### config.mk
export PLATFORM = sky130hd
export DESIGN_NAME = bram_1rport_1wport_fifo
export DESIGN_NICKNAME = d
export VERILOG_FILES = /design/src/rtl/bram_1rport_1wport_fifo_pkg.sv /design/src/rtl/bram_1rport_1wport_fifo_bram.sv /design/src/rtl/bram_1rport_1wport_fifo.sv
export SDC_FILE = /design/constraint.sdc
export NUM_CORES = 1
export LEC_CHECK = 0
export BUFFER_PORTS_ARGS = -buffer_cell sky130_fd_sc_hd__buf_2
export CAP_MARGIN = 10
export CORE_UTILIZATION = 56
export CTS_BUF_LIST = sky130_fd_sc_hd__clkbuf_16
export CTS_CLUSTER_SIZE = 10
export DETAILED_ROUTE_END_ITERATION = 10
export PLACE_DENSITY = 0.71
export SLEW_MARGIN = 20
export SYNTH_ARGS = -nofsm -noshare
export SYNTH_HDL_FRONTEND = slang
export SYNTH_SLANG_ARGS = --single-unit
### constraint.sdc
create_clock -name CLK -period 5.8 [get_ports CLK]
set_input_delay 0.29 -clock CLK [delete_from_list [all_inputs] [get_ports CLK]]
set_output_delay 0.29 -clock CLK [all_outputs]
set_load 0.005 [all_outputs]
### src/rtl/bram_1rport_1wport_fifo_pkg.sv
// ---------------------------------------------------------------------------
// bram_1rport_1wport_fifo_pkg
//   Shared defaults and helpers for the BRAM-backed FIFO controller.
//   Contents:
//     FIFO_DEFAULT_DEPTH / FIFO_DEFAULT_WIDTH : default geometry
//     fifo_rd_issue()                         : BRAM read-issue condition
// ---------------------------------------------------------------------------
package bram_1rport_1wport_fifo_pkg;

    localparam int unsigned FIFO_DEFAULT_DEPTH = 32;
    localparam int unsigned FIFO_DEFAULT_WIDTH = 32;

    // A read is launched only when the output slot is (or is about to be) free:
    // either nothing is held or in flight, or the held head is being taken now.
    function automatic logic fifo_rd_issue(
        input logic count_nz,
        input logic flush,
        input logic deq_valid,
        input logic read_inflight,
        input logic deq_ready
    );
        return count_nz & ~flush &
               ((~deq_valid & ~read_inflight) | (deq_valid & deq_ready));
    endfunction

endpackage

### src/rtl/bram_1rport_1wport_fifo_bram.sv
// ---------------------------------------------------------------------------
// bram_1rport_1wport
//   Simple dual-port block RAM: one byte-enabled write port, one read port
//   with a registered output (rdata valid the cycle after ren). Contents are
//   not reset.
//   Ports:
//     CLK       clock
//     wen_byte  per-byte write enables
//     windex    write address
//     wdata     write data
//     ren       read enable
//     rindex    read address
//     rdata     registered read data
// ---------------------------------------------------------------------------
module bram_1rport_1wport #(
    parameter int unsigned OUTER_WIDTH = 32,
    parameter int unsigned INNER_WIDTH = 32
) (
    input  logic                           CLK,
    input  logic [INNER_WIDTH/8-1:0]       wen_byte,
    input  logic [$clog2(OUTER_WIDTH)-1:0] windex,
    input  logic [INNER_WIDTH-1:0]         wdata,
    input  logic                           ren,
    input  logic [$clog2(OUTER_WIDTH)-1:0] rindex,
    output logic [INNER_WIDTH-1:0]         rdata
);

    logic [INNER_WIDTH-1:0] mem_q [OUTER_WIDTH];
    logic [INNER_WIDTH-1:0] rdata_q;

    always_ff @(posedge CLK) begin
        for (int unsigned b = 0; b < INNER_WIDTH / 8; b++) begin
            if (wen_byte[b]) begin
                mem_q[windex][b*8 +: 8] <= wdata[b*8 +: 8];
            end
        end
        if (ren) begin
            rdata_q <= mem_q[rindex];
        end
    end

    assign rdata = rdata_q;

endmodule

### src/rtl/bram_1rport_1wport_fifo.sv
// ---------------------------------------------------------------------------
// bram_1rport_1wport_fifo
//   Synchronous FIFO whose storage is a bram_1rport_1wport. The BRAM's
//   one-cycle read latency is hidden behind a prefetching output register,
//   so total capacity is DEPTH (BRAM) + 1 (output register).
//   Ports:
//     CLK        clock
//     nRST       synchronous active-low reset
//     flush      discard all contents and any in-flight read
//     enq_valid  enqueue request          enq_data  enqueue payload
//     enq_ready  enqueue may be accepted
//     deq_valid  deq_data holds the head  deq_data  head payload
//     deq_ready  consumer takes the head
//     occupancy  bram_count + deq_valid + read_inflight
// ---------------------------------------------------------------------------
module bram_1rport_1wport_fifo
    import bram_1rport_1wport_fifo_pkg::*;
#(
    parameter int unsigned DEPTH = FIFO_DEFAULT_DEPTH,
    parameter int unsigned WIDTH = FIFO_DEFAULT_WIDTH
) (
    input  logic                       CLK,
    input  logic                       nRST,
    input  logic                       flush,
    input  logic                       enq_valid,
    input  logic [WIDTH-1:0]           enq_data,
    output logic                       enq_ready,
    output logic                       deq_valid,
    output logic [WIDTH-1:0]           deq_data,
    input  logic                       deq_ready,
    output logic [$clog2(DEPTH+2)-1:0] occupancy
);

    localparam int unsigned PTR_W = $clog2(DEPTH);
    localparam int unsigned OCC_W = $clog2(DEPTH + 2);
    localparam int unsigned CNT_W = PTR_W + 1;
    localparam int unsigned BE_W  = WIDTH / 8;

    logic [PTR_W-1:0] wptr_q,      wptr_d;
    logic [PTR_W-1:0] rptr_q,      rptr_d;
    logic [CNT_W-1:0] cnt_q,       cnt_d;
    logic             inflight_q,  inflight_d;
    logic             deq_valid_q, deq_valid_d;
    logic [WIDTH-1:0] deq_data_q,  deq_data_d;

    logic             enq_fire;
    logic             deq_fire;
    logic             rd_issue;
    logic [WIDTH-1:0] rdata;

    // enq_ready looks only at committed BRAM entries, never at a same-cycle dequeue.
    assign enq_ready = (cnt_q != CNT_W'(DEPTH)) & ~flush;
    assign enq_fire  = enq_valid & enq_ready;
    assign deq_fire  = deq_valid_q & deq_ready;
    assign rd_issue  = fifo_rd_issue(cnt_q != '0, flush, deq_valid_q, inflight_q, deq_ready);

    always_comb begin
        wptr_d      = wptr_q;
        rptr_d      = rptr_q;
        cnt_d       = cnt_q;
        inflight_d  = inflight_q;
        deq_valid_d = deq_valid_q;
        deq_data_d  = deq_data_q;

        if (flush) begin
            // An in-flight return is dropped by clearing inflight; deq_data keeps its value.
            wptr_d      = '0;
            rptr_d      = '0;
            cnt_d       = '0;
            inflight_d  = 1'b0;
            deq_valid_d = 1'b0;
        end else begin
            wptr_d     = wptr_q + PTR_W'(enq_fire);
            rptr_d     = rptr_q + PTR_W'(rd_issue);
            cnt_d      = cnt_q + CNT_W'(enq_fire) - CNT_W'(rd_issue);
            inflight_d = rd_issue;
            if (inflight_q) begin
                deq_valid_d = 1'b1;
                deq_data_d  = rdata;
            end else if (deq_fire) begin
                deq_valid_d = 1'b0;
            end
        end
    end

    always_ff @(posedge CLK) begin
        if (!nRST) begin
            wptr_q      <= '0;
            rptr_q      <= '0;
            cnt_q       <= '0;
            inflight_q  <= 1'b0;
            deq_valid_q <= 1'b0;
            deq_data_q  <= '0;
        end else begin
            wptr_q      <= wptr_d;
            rptr_q      <= rptr_d;
            cnt_q       <= cnt_d;
            inflight_q  <= inflight_d;
            deq_valid_q <= deq_valid_d;
            deq_data_q  <= deq_data_d;
        end
    end

    assign deq_valid = deq_valid_q;
    assign deq_data  = deq_data_q;
    assign occupancy = OCC_W'(cnt_q) + OCC_W'(deq_valid_q) + OCC_W'(inflight_q);

    // Reads only target committed entries and writes stop at full, so the
    // two ports never address the same entry in the same cycle.
    bram_1rport_1wport #(
        .OUTER_WIDTH (DEPTH),
        .INNER_WIDTH (WIDTH)
    ) u_bram (
        .CLK      (CLK),
        .wen_byte ({BE_W{enq_fire}}),
        .windex   (wptr_q),
        .wdata    (enq_data),
        .ren      (rd_issue),
        .rindex   (rptr_q),
        .rdata    (rdata)
    );

endmodule

* After elaboration in Yosys (flattened, before gate mapping)
Memories as Yosys holds them, arrays and structs flattened. A register that Yosys moved wholly into a read port is not among the register bits.
Cells that the tools add are included.
** Word-level totals
- Bits of input ports :: 37
- Register bits after elaboration :: 50
- Logic and storage cells :: 33
- Memories kept :: 1
- Memory bits (writable) :: 1024
- Output and inout bits :: 40
** Memory list
- u_bram.mem_q :: depth 32, width 32, read ports 1, clocked after memory_dff 1, write ports 1, line bram_1rport_1wport_fifo_bram.sv:28 : logic [INNER_WIDTH-1:0] mem_q [OUTER_WIDTH];
** Cells by class
- Reductions and logical operators :: 4
- $add $sub $neg :: 6
- Bitwise logic cells :: 11
- Eq/ne operators :: 1
- Muxes and demuxes :: 4
** Operator list (count)
- 6-bit by 1-bit adder with 6-bit output :: 3
- 5-bit by 1-bit adder with 5-bit output :: 2
- 1-bit AND :: 6
- 6-bit != test (second input constant) :: 1
- 6-bit nonzero test :: 1
- 6-bit by 1-bit subtractor with 6-bit output :: 1
- 1-bit two-way mux :: 4
- 1-bit NOT :: 4
- 2-bit AND reduction :: 1
- 2-bit nonzero test :: 1
- 2-bit OR reduction :: 1
- 1-bit OR :: 1

* Logic depth before layout (Yosys ltp)
Gate-level depths: netlist of run 1.
- Depth in word-level cells :: 5
- Depth in mapped cells :: 13
- Gate-level depth less buffers :: 13

* By module
From an unflattened synthesis of run 1, not the netlist that was laid out.
** Second synthesis, totals
- Cell total of the unflattened synthesis :: 2655
- Area, all modules :: 43862.1 um^2
** By module, submodules not included
- bram_1rport_1wport :: area an instance 41653.7 um^2, instances 1, sequential area each 31710.4 um^2, cells each 2402
- bram_1rport_1wport_fifo :: area an instance 2208.4 um^2, instances 1, sequential area each 1001.0 um^2, cells each 253

* Worst setup path after synthesis of run 1
Ideal clock, no wire load.
- Kind :: reg2reg
- Start :: register cnt_q[2]
- End :: register cnt_q[4]
- Buffers on the path :: 0
- Setup time :: 128 ps
- Stages on the path, launching flop included :: 13
- Arrival :: 4647 ps
- Required time :: 5672 ps
- Clock period less this slack :: 4775 ps
- Setup slack :: 1025 ps
- Cells stage by stage :: dfxtp_1 -> inv_1 -> ha_1 -> and4_1 -> nor3_1 -> ha_1 -> inv_1 -> ha_1 -> fa_1 -> a21oi_1 -> o21bai_1 -> xnor2_1 -> nor2_1
** On the way
- Elaborated cells on any way between the ends :: 8
- Classes of those cells :: add/sub (2); eq/ne (1); bitwise (4); reduce/logical (1)
** RTL lines
- start: declaration :: line bram_1rport_1wport_fifo.sv:41 : logic [CNT_W-1:0] cnt_q, cnt_d;
- start signal: assignment :: line bram_1rport_1wport_fifo.sv:97 : cnt_q <= cnt_d;
- 6-bit nonzero test :: line bram_1rport_1wport_fifo.sv:55 : assign rd_issue = fifo_rd_issue(cnt_q != '0, flush, deq_valid_q, inflight_q, deq_ready);
- 1-bit AND (2 in a row) :: line bram_1rport_1wport_fifo_pkg.sv:22 : return count_nz & ~flush &
- net rd_issue :: line bram_1rport_1wport_fifo.sv:48 : logic rd_issue;
- 6-bit by 1-bit subtractor with 6-bit output :: line bram_1rport_1wport_fifo.sv:75 : cnt_d = cnt_q + CNT_W'(enq_fire) - CNT_W'(rd_issue);
The timed path passes the listed nets, and every way through them passes these cells.
A chain may end at the register's enable or synchronous reset.

* Worst setup path in the final report of run 1
- Start :: register cnt_q[2]
- End :: memory u_bram.mem_q[30][16], enable pin
** On the way
- Word-level cells in the longest chain between the ends :: 5
** Ends and longest elaborated chain
- 6-bit != test :: line bram_1rport_1wport_fifo.sv:52 : assign enq_ready = (cnt_q != CNT_W'(DEPTH)) & ~flush;
- 1-bit AND :: line bram_1rport_1wport_fifo.sv:52
- 1-bit AND :: line bram_1rport_1wport_fifo.sv:53 : assign enq_fire = enq_valid & enq_ready;
- 1-bit two-way mux :: line bram_1rport_1wport_fifo_bram.sv:33 : if (wen_byte[b]) begin
- 1-bit two-way mux (not written as such) :: line bram_1rport_1wport_fifo_bram.sv:34 : mem_q[windex][b*8 +: 8] <= wdata[b*8 +: 8];
- end: declaration :: line bram_1rport_1wport_fifo_bram.sv:28
Every way passes these cells.

==> impl_metrics.csv, run 1 <==
group,metric,value,unit
status,status,"finished clean",
clocking,cts_root_buf,"clkbuf_16",
min_path,hold_start,"enq_data[22]",
placement,gp_congestion,0.857,
global_route,met2_usage,43.5,%
min_path,min_to,"u_bram.mem_q[9][22]$_DFFE_PP_",
logic_synthesis,yosysMostFrequentCell,"edfxtp_1",
finish,multiInputGateArea,9450,um^2
critical_path,reg2regPathDepth,7,
global_route,busiest_layer,"met2",
finish,layout-drive-gt1-share,24.9,%
global_route,overflow,0,
placement,io_buffers,76,
finish,fin_util,64.0,%
clocking,post-cts-setup-buffers,0,
clocking,cts.sink_count,1106,
floorplanning,start_util,56.9,%
logic_synthesis,synthesis.nets,2272,
job,maxCapViolations,0,
logic_synthesis,synthTopCellsByCount,"edfxtp_1, mux2_2, mux4_2, clkbuf_1, nand2_1",
floorplanning,fp.coreArea,74700,um^2
clocking,numCtsBuffers,120,
detailed_routing,detail-route-antenna-nets,0,
timing,relSlewSlack,23.9,%
clocking,ctsResizeCount,0,
logic_synthesis,avgSynthCellArea,19.2,um^2
timing,rsz0062_at_grt,"false",
detailed_routing,dr_total_vias,21283,
timing,slew_viol_final,0,
global_route,grtUsageMet3,3.25,%
clocking,cts_buffer_depth,3,
floorplanning,rows,100,
logic_synthesis,ys_ff_latch,1106,
finish,nNetsFinal,2374,
global_route,grtUsageMet1,33.4,%
detailed_routing,avgRoutedWirePerCell,28.6,um
clocking,path_clk_slew,60,ps
timing,hold_violations,0,
logic_synthesis,ys_seq_area_share,77.0,%
placement,post-place-ws,2210,ps
floorplanning,die_w,277,um
finish,register_area,32700,um^2
clocking,htreeDepth,3,
finish,syn_to_final_growth,12.5,%
floorplanning,pin_count,77,
power,power,0.0173,W
detailed_routing,post-route-drc-count,0,
critical_path,cp-start-kind,"flop",
timing,setup_ws,2240,ps
power,p_per_area,362,nW/um^2
logic_synthesis,synth_ff_type,"edfxtp_1",
timing,worst_slew_pin_slew,1140,ps
global_route,antenna_found_initial,3,
critical_path,critical_path_class,"flop to flop",
logic_synthesis,synthCells,2216,
detailed_routing,drt_iter0_drc,2275,
timing,finalSetupViolations,0,
logic_synthesis,synth_top_area_share,74.6,%
critical_path,r2r-start,"cnt_q[2]$_SDFF_PP0_",
detailed_routing,routed_wirelength,97000,um
power,max-vdd-ir-drop,0.259,mV
global_route,grt_first_pass_wirelength,143000,um
global_route,grt_pass1_vias,21627,
critical_path,endpoint_kind,"flop",
floorplanning,die_area,77000,um^2
logic_synthesis,yosys_warnings,0,
critical_path,required,6100,ps
finish,nFillCells,4887,
timing,fin_skew,22.1,ps
logic_synthesis,yosysTopAreaCell,"edfxtp_1",
logic_synthesis,ys_async_sr_fraction,0,%
floorplanning,die_y,277,um
timing,finalCriticalPeriod,3560,ps
detailed_routing,routed_via_density,6.27,
logic_synthesis,synth_edf_count,1056,
critical_path,crit_arrival,3860,ps
timing,clock.fmax,281,MHz
global_route,grt_usage,25.4,%
logic_synthesis,ys_top_cells_by_area,"edfxtp_1, mux4_2, mux2_2",
power,p_leak,15.3,nW
critical_path,regToRegSetupSlack,2240,ps
clocking,cts_tree,"built",
finish,instances_no_fill,3395,
logic_synthesis,synth_cell_types,41,
timing,fin_crit_sh,61.4,%
critical_path,rr_endpoint,"u_bram.mem_q[30][16]$_DFFE_PP_",
critical_path,critPathMaxFanout,32,
logic_synthesis,syn_area,42500,um^2
placement,dpl.hpwl,57900,um
placement,placedCellCount,3151,
min_path,holdCritPathClass,"input pin to flop",
timing,fin_tns_setup,0,ps
global_route,grt_max_degree,132,
clocking,clk_latency,690,ps
min_path,holdPathStages,1,
detailed_routing,drt-pass1-iter-count,5,
## power by group
part | switching, W | leakage (nW) | internal, W
logic | 0.000890 | 3.29 | 0.000667
clock network | 0.00294 | 2.08 | 0.00376
registers | 0.000115 | 9.91 | 0.00893
total | 0.00395 | 15.3 | 0.0134
## timing repair
item	CTS	global route
endpoints found under the setup margin	0	0
endpoints found under the hold margin	1	0
hold buffers	1	0
## cell families (layout without fill, tap and decap cells)
logic type      count (synthesis)  after routing  share of synthesized area (%)
compound gates                296            296                           4.83
xor+xnor                       13             13                          0.268
fa+ha+maj                      19             19                          0.595
buf+inv                       142            351                           1.47
flops                        1106           1106                           77.0
mux                           320            320                           11.9
other cells                     0              1                              0
simple gates                  320            320                           3.96
## critical path: stages (launching register included)
cell	delay, ps
dfxtp_1	420
inv_1	100
ha_1	210
nor4bb_1	140
nor3b_1	210
buf_4	190
nand3b_1	700
nor2_4	1170
## state kept, by name, summed over array words and instances, names as in the netlist
signal        count
cnt_q             6
deq_data         32
deq_valid         1
inflight_q        1
rptr_q            5
u_bram.mem_q   1024
u_bram.rdata     32
wptr_q            5
## layer usage
metal  vias up  wire length (um)
met5         -                10
met4         2              3520
met3       155              5670
met2       879             50200
met1     11030             37600
li1       9217                 -
## per-stage QoR
step | hold WS (ps) | area (um^2)
2_1_floorplan | 389 | 42500
3_3_place_gp | 452 | 44000
3_5_place_dp | 456 | 44000
4_1_cts | 123 | 47500
5_1_grt | 157 | 47800
6_report | 149 | 47800
## final cells by class
class	count	area share, %
multi-input combinational	968	19.8
antenna	1	0.00523
inverter	13	0.102
clock buffer	122	6.39
tap	969	2.54
clock inverter	107	0.955
sequential	1106	68.4
timing repair buffer	109	1.82
## how the worst max path moves through the flow
stage	from	to	slack (ps)	depth (start not counted)
4_1_cts	cnt_q[2]$_SDFF_PP0_	u_bram.mem_q[25][24]$_DFFE_PP_	2180	7
3_3_place_gp	cnt_q[2]$_SDFF_PP0_	u_bram.mem_q[3][18]$_DFFE_PP_	2280	7
6_report	cnt_q[2]$_SDFF_PP0_	u_bram.mem_q[30][16]$_DFFE_PP_	2240	7
5_1_grt	cnt_q[2]$_SDFF_PP0_	u_bram.mem_q[15][14]$_DFFE_PP_	2090	7
3_5_place_dp	cnt_q[2]$_SDFF_PP0_	u_bram.mem_q[25][18]$_DFFE_PP_	2210	7
2_1_floorplan	cnt_q[2]$_SDFF_PP0_	cnt_q[4]$_SDFF_PP0_	1030	12
## placed cells by master, fill, tap and decap left out, types with 7 or more instances in the layout
cell type,count
mux2_2,192
or4_1,32
inv_1,114
buf_4,14
xnor2_1,8
edfxtp_1,1056
a22o_1,64
o21ai_0,66
mux4_2,128
buf_2,76
a211oi_1,64
a21boi_0,32
nand3_1,8
nor2b_1,66
nor3_1,64
buf_12,16
nor2_1,12
o22ai_1,64
nand2_1,69
and2_1,7
ha_1,17
nor2_4,35
dfxtp_1,48
clkbuf_16,122
Note: power is estimated with default switching activity, not from simulation.
==> run 2, diff against run 1 <==
--- a/config.mk
+++ b/config.mk
@@ -5,13 +5,14 @@
 export SDC_FILE = /design/constraint.sdc
 export NUM_CORES = 1
 export LEC_CHECK = 0
+export ABC_AREA = 1
 export BUFFER_PORTS_ARGS = -buffer_cell sky130_fd_sc_hd__buf_2
 export CAP_MARGIN = 10
 export CORE_UTILIZATION = 56
 export CTS_BUF_LIST = sky130_fd_sc_hd__clkbuf_16
 export CTS_CLUSTER_SIZE = 10
 export DETAILED_ROUTE_END_ITERATION = 10
-export PLACE_DENSITY = 0.71
+export PLACE_DENSITY = 0.74
 export SLEW_MARGIN = 20
 export SYNTH_ARGS = -nofsm -noshare
 export SYNTH_HDL_FRONTEND = slang
==> constraint.sdc (replaced) <==
create_clock -name CLK -period 2.95 [get_ports CLK]
set_input_delay 0.1475 -clock CLK [delete_from_list [all_inputs] [get_ports CLK]]
set_output_delay 0.1475 -clock CLK [all_outputs]
set_load 0.005 [all_outputs]
==> impl_metrics.csv, run 2 <==
group,metric,value,unit
finish,regMostFlops,"u_bram.mem_q",
logic_synthesis,synthCells,3762,
clocking,numCtsBuffers,121,
logic_synthesis,synth_top_area_share,71.9,%
logic_synthesis,synthTopCellsByCount,"nand2_1, edfxtp_1, nand3_1, nor2_1, buf_2",
critical_path,critPathMaxFanout,4,
finish,nNetsFinal,3961,
global_route,grt_usage,30.1,%
floorplanning,die_w,283,um
logic_synthesis,synthesis.nets,3818,
detailed_routing,routed_wirelength,119000,um
timing,worst_slew_pin_slew,999,ps
floorplanning,start_util,56.7,%
floorplanning,rows,102,
global_route,antenna_found_initial,4,
timing,fin_crit_sh,89.3,%
global_route,grt_pass1_vias,27780,
critical_path,regToRegSetupSlack,310,ps
logic_synthesis,ys_async_sr_fraction,0,%
critical_path,critPathMaxStageDelay,420,ps
power,p_per_area,704,nW/um^2
finish,nFillCells,5535,
logic_synthesis,yosysMostFrequentCell,"nand2_1",
logic_synthesis,synth_ff_type,"edfxtp_1",
logic_synthesis,yosys_warnings,0,
clocking,post-cts-setup-buffers,0,
timing,fin_skew,26.3,ps
timing,relSlewSlack,33.4,%
placement,gp_congestion,0.822,
critical_path,critical-path-slowest-cell,"fa_1",
timing,hold_violations,0,
logic_synthesis,yosysTopAreaCell,"edfxtp_1",
floorplanning,fp.coreArea,77700,um^2
power,power,0.0352,W
logic_synthesis,synth_edf_count,1056,
clocking,path_clk_slew,60,ps
detailed_routing,dr_total_vias,29691,
detailed_routing,detail-route-antenna-nets,0,
critical_path,crit_arrival,3200,ps
detailed_routing,routed_via_density,5.93,
finish,fin_util,64.4,%
critical_path,worst_path_most_repeated_cell,"inv_1",
power,p_leak,18.7,nW
logic_synthesis,avgSynthCellArea,11.7,um^2
finish,register_area,32700,um^2
finish,syn_to_final_growth,13.6,%
global_route,grt_max_degree,185,
finish,layout.cells.most_common,"nand2_1",
finish,largest_reg_flops,1024,
finish,mostFrequentLayoutCells,"nand2_1, edfxtp_1, nand3_1",
critical_path,required,3510,ps
status,status,"finished clean",
critical_path,path_cells,"inv_1, ha_1, nand4_1, nand2_1, nor2_2, inv_1, ha_1, inv_1, ha_1, fa_1, nand2_1, inv_1, o21ai_0, nand2_1, o21ai_0, a21oi_1",
finish,multiInputGateArea,10400,um^2
global_route,overflow,0,
job,maxCapViolations,0,
timing,rsz0062_at_grt,"false",
timing,finalCriticalPeriod,2640,ps
detailed_routing,post-route-drc-count,0,
clocking,clk_latency,700,ps
floorplanning,pin_count,77,
clocking,htreeDepth,3,
critical_path,endpoint_kind,"flop",
logic_synthesis,synth_cell_types,25,
placement,io_buffers,76,
logic_synthesis,ys_top_cells_by_area,"edfxtp_1, nand2_1, nand3_1",
logic_synthesis,syn_area,44100,um^2
clocking,cts.sink_count,1106,
detailed_routing,drt_iter0_drc,3659,
clocking,cts_buffer_depth,3,
timing,finalSetupViolations,0,
floorplanning,die_area,79800,um^2
critical_path,critical_path_class,"flop to flop",
finish,layout-drive-gt1-share,9.44,%
clocking,cts_tree,"built",
timing,clock.fmax,379,MHz
critical_path,cp-start-kind,"flop",
clocking,cts_root_buf,"clkbuf_16",
floorplanning,die_y,283,um
detailed_routing,avgRoutedWirePerCell,23.9,um
timing,fin_tns_setup,0,ps
global_route,grt_first_pass_wirelength,175000,um
detailed_routing,drt-pass1-iter-count,6,
logic_synthesis,ys_ff_latch,1106,
power,max-vdd-ir-drop,0.559,mV
timing,slew_viol_final,0,
placement,dpl.hpwl,63100,um
min_path,holdCritPathClass,"input pin to flop",
logic_synthesis,ys_seq_area_share,74.2,%
==> run 2: per-layer routing <==
| layer | GRT usage (%) | up-vias | part of all wire, % |
|---|---|---|---|
| li1 | - | 13258 | - |
| met1 | 40.8 | 14305 | 38 |
| met2 | 48.0 | 1862 | 47 |
| met3 | 6.39 | 262 | 12 |
| met4 | 11.5 | 4 | 3.3 |
| met5 | 0 | - | 0.021 |
==> run 2: critical path: cells and delay by family, from the launching register on <==
family / cells / cell delay [ps]
buffers and inverters: 4 / 250
AOI/OAI and AO/OA: 3 / 360
and+or+nand+nor: 5 / 460
DFF: 1 / 370
adders and majority gates: 4 / 1100
==> run 2: final timing paths <==
path | start | endpoint | depth (start not counted)
setup / recovery | cnt_q[3]$_SDFF_PP0_ | cnt_q[4]$_SDFF_PP0_ | 16
hold / removal | enq_valid | wptr_q[0]$_SDFF_PP0_ | 7
setup reg to reg | cnt_q[3]$_SDFF_PP0_ | cnt_q[4]$_SDFF_PP0_ | 16
hold reg to reg | u_bram.rdata[4]$_DFFE_PP_ | deq_data[4]$_SDFFE_PN0P_ | 2
==> run 2: through the flow <==
| step | instances | worst slack (ps) | hold WS, ps | cell area, um^2 |
|---|---|---|---|---|
| 5_1_grt | 5003 | 19.3 | 216 | 50100 |
| 3_3_place_gp | 4786 | 291 | 433 | 46400 |
| 6_report | 5004 | 315 | 162 | 50100 |
| 4_1_cts | 5002 | 256 | 176 | 50100 |
| 3_5_place_dp | 4786 | 274 | 442 | 46400 |
| 2_1_floorplan | 3762 | -163 | 246 | 44100 |
==> run 2: cell type report <==
cell class / count / share of cell area, %
Timing Repair Buffer: 233 / 4.19
Antenna cell: 2 / 0.0100
Sequential cell: 1106 / 65.4
Clock inverter: 58 / 0.555
Tap cell: 1040 / 2.60
Inverter: 39 / 0.350
Clock buffer: 122 / 6.10
Multi-Input combinational cell: 2404 / 20.8
==> run 2: cell families (layout without fill, tap and decap cells) <==
group | after synthesis | in the layout | share of synthesized area, %
and+or+nand+nor | 2199 | 2199 | 20.3
DFF | 1106 | 1106 | 74.2
buffers and inverters | 252 | 452 | 2.71
AOI/OAI and AO/OA | 180 | 180 | 2.05
adders and majority gates | 19 | 19 | 0.573
xor gates and xnor gates | 6 | 6 | 0.119
other | 0 | 2 | 0
==> run 2: report_power, final <==
part           switching, W  internal, W
sequential         0.000307       0.0176
clock               0.00572      0.00731
combinational       0.00302      0.00122
==> run 2: timing repair <==
item                                    CTS  global route
endpoints found under the hold margin   973             0
hold buffers                             36             0
gates resized for setup                   0             1
endpoints found under the setup margin    0             1
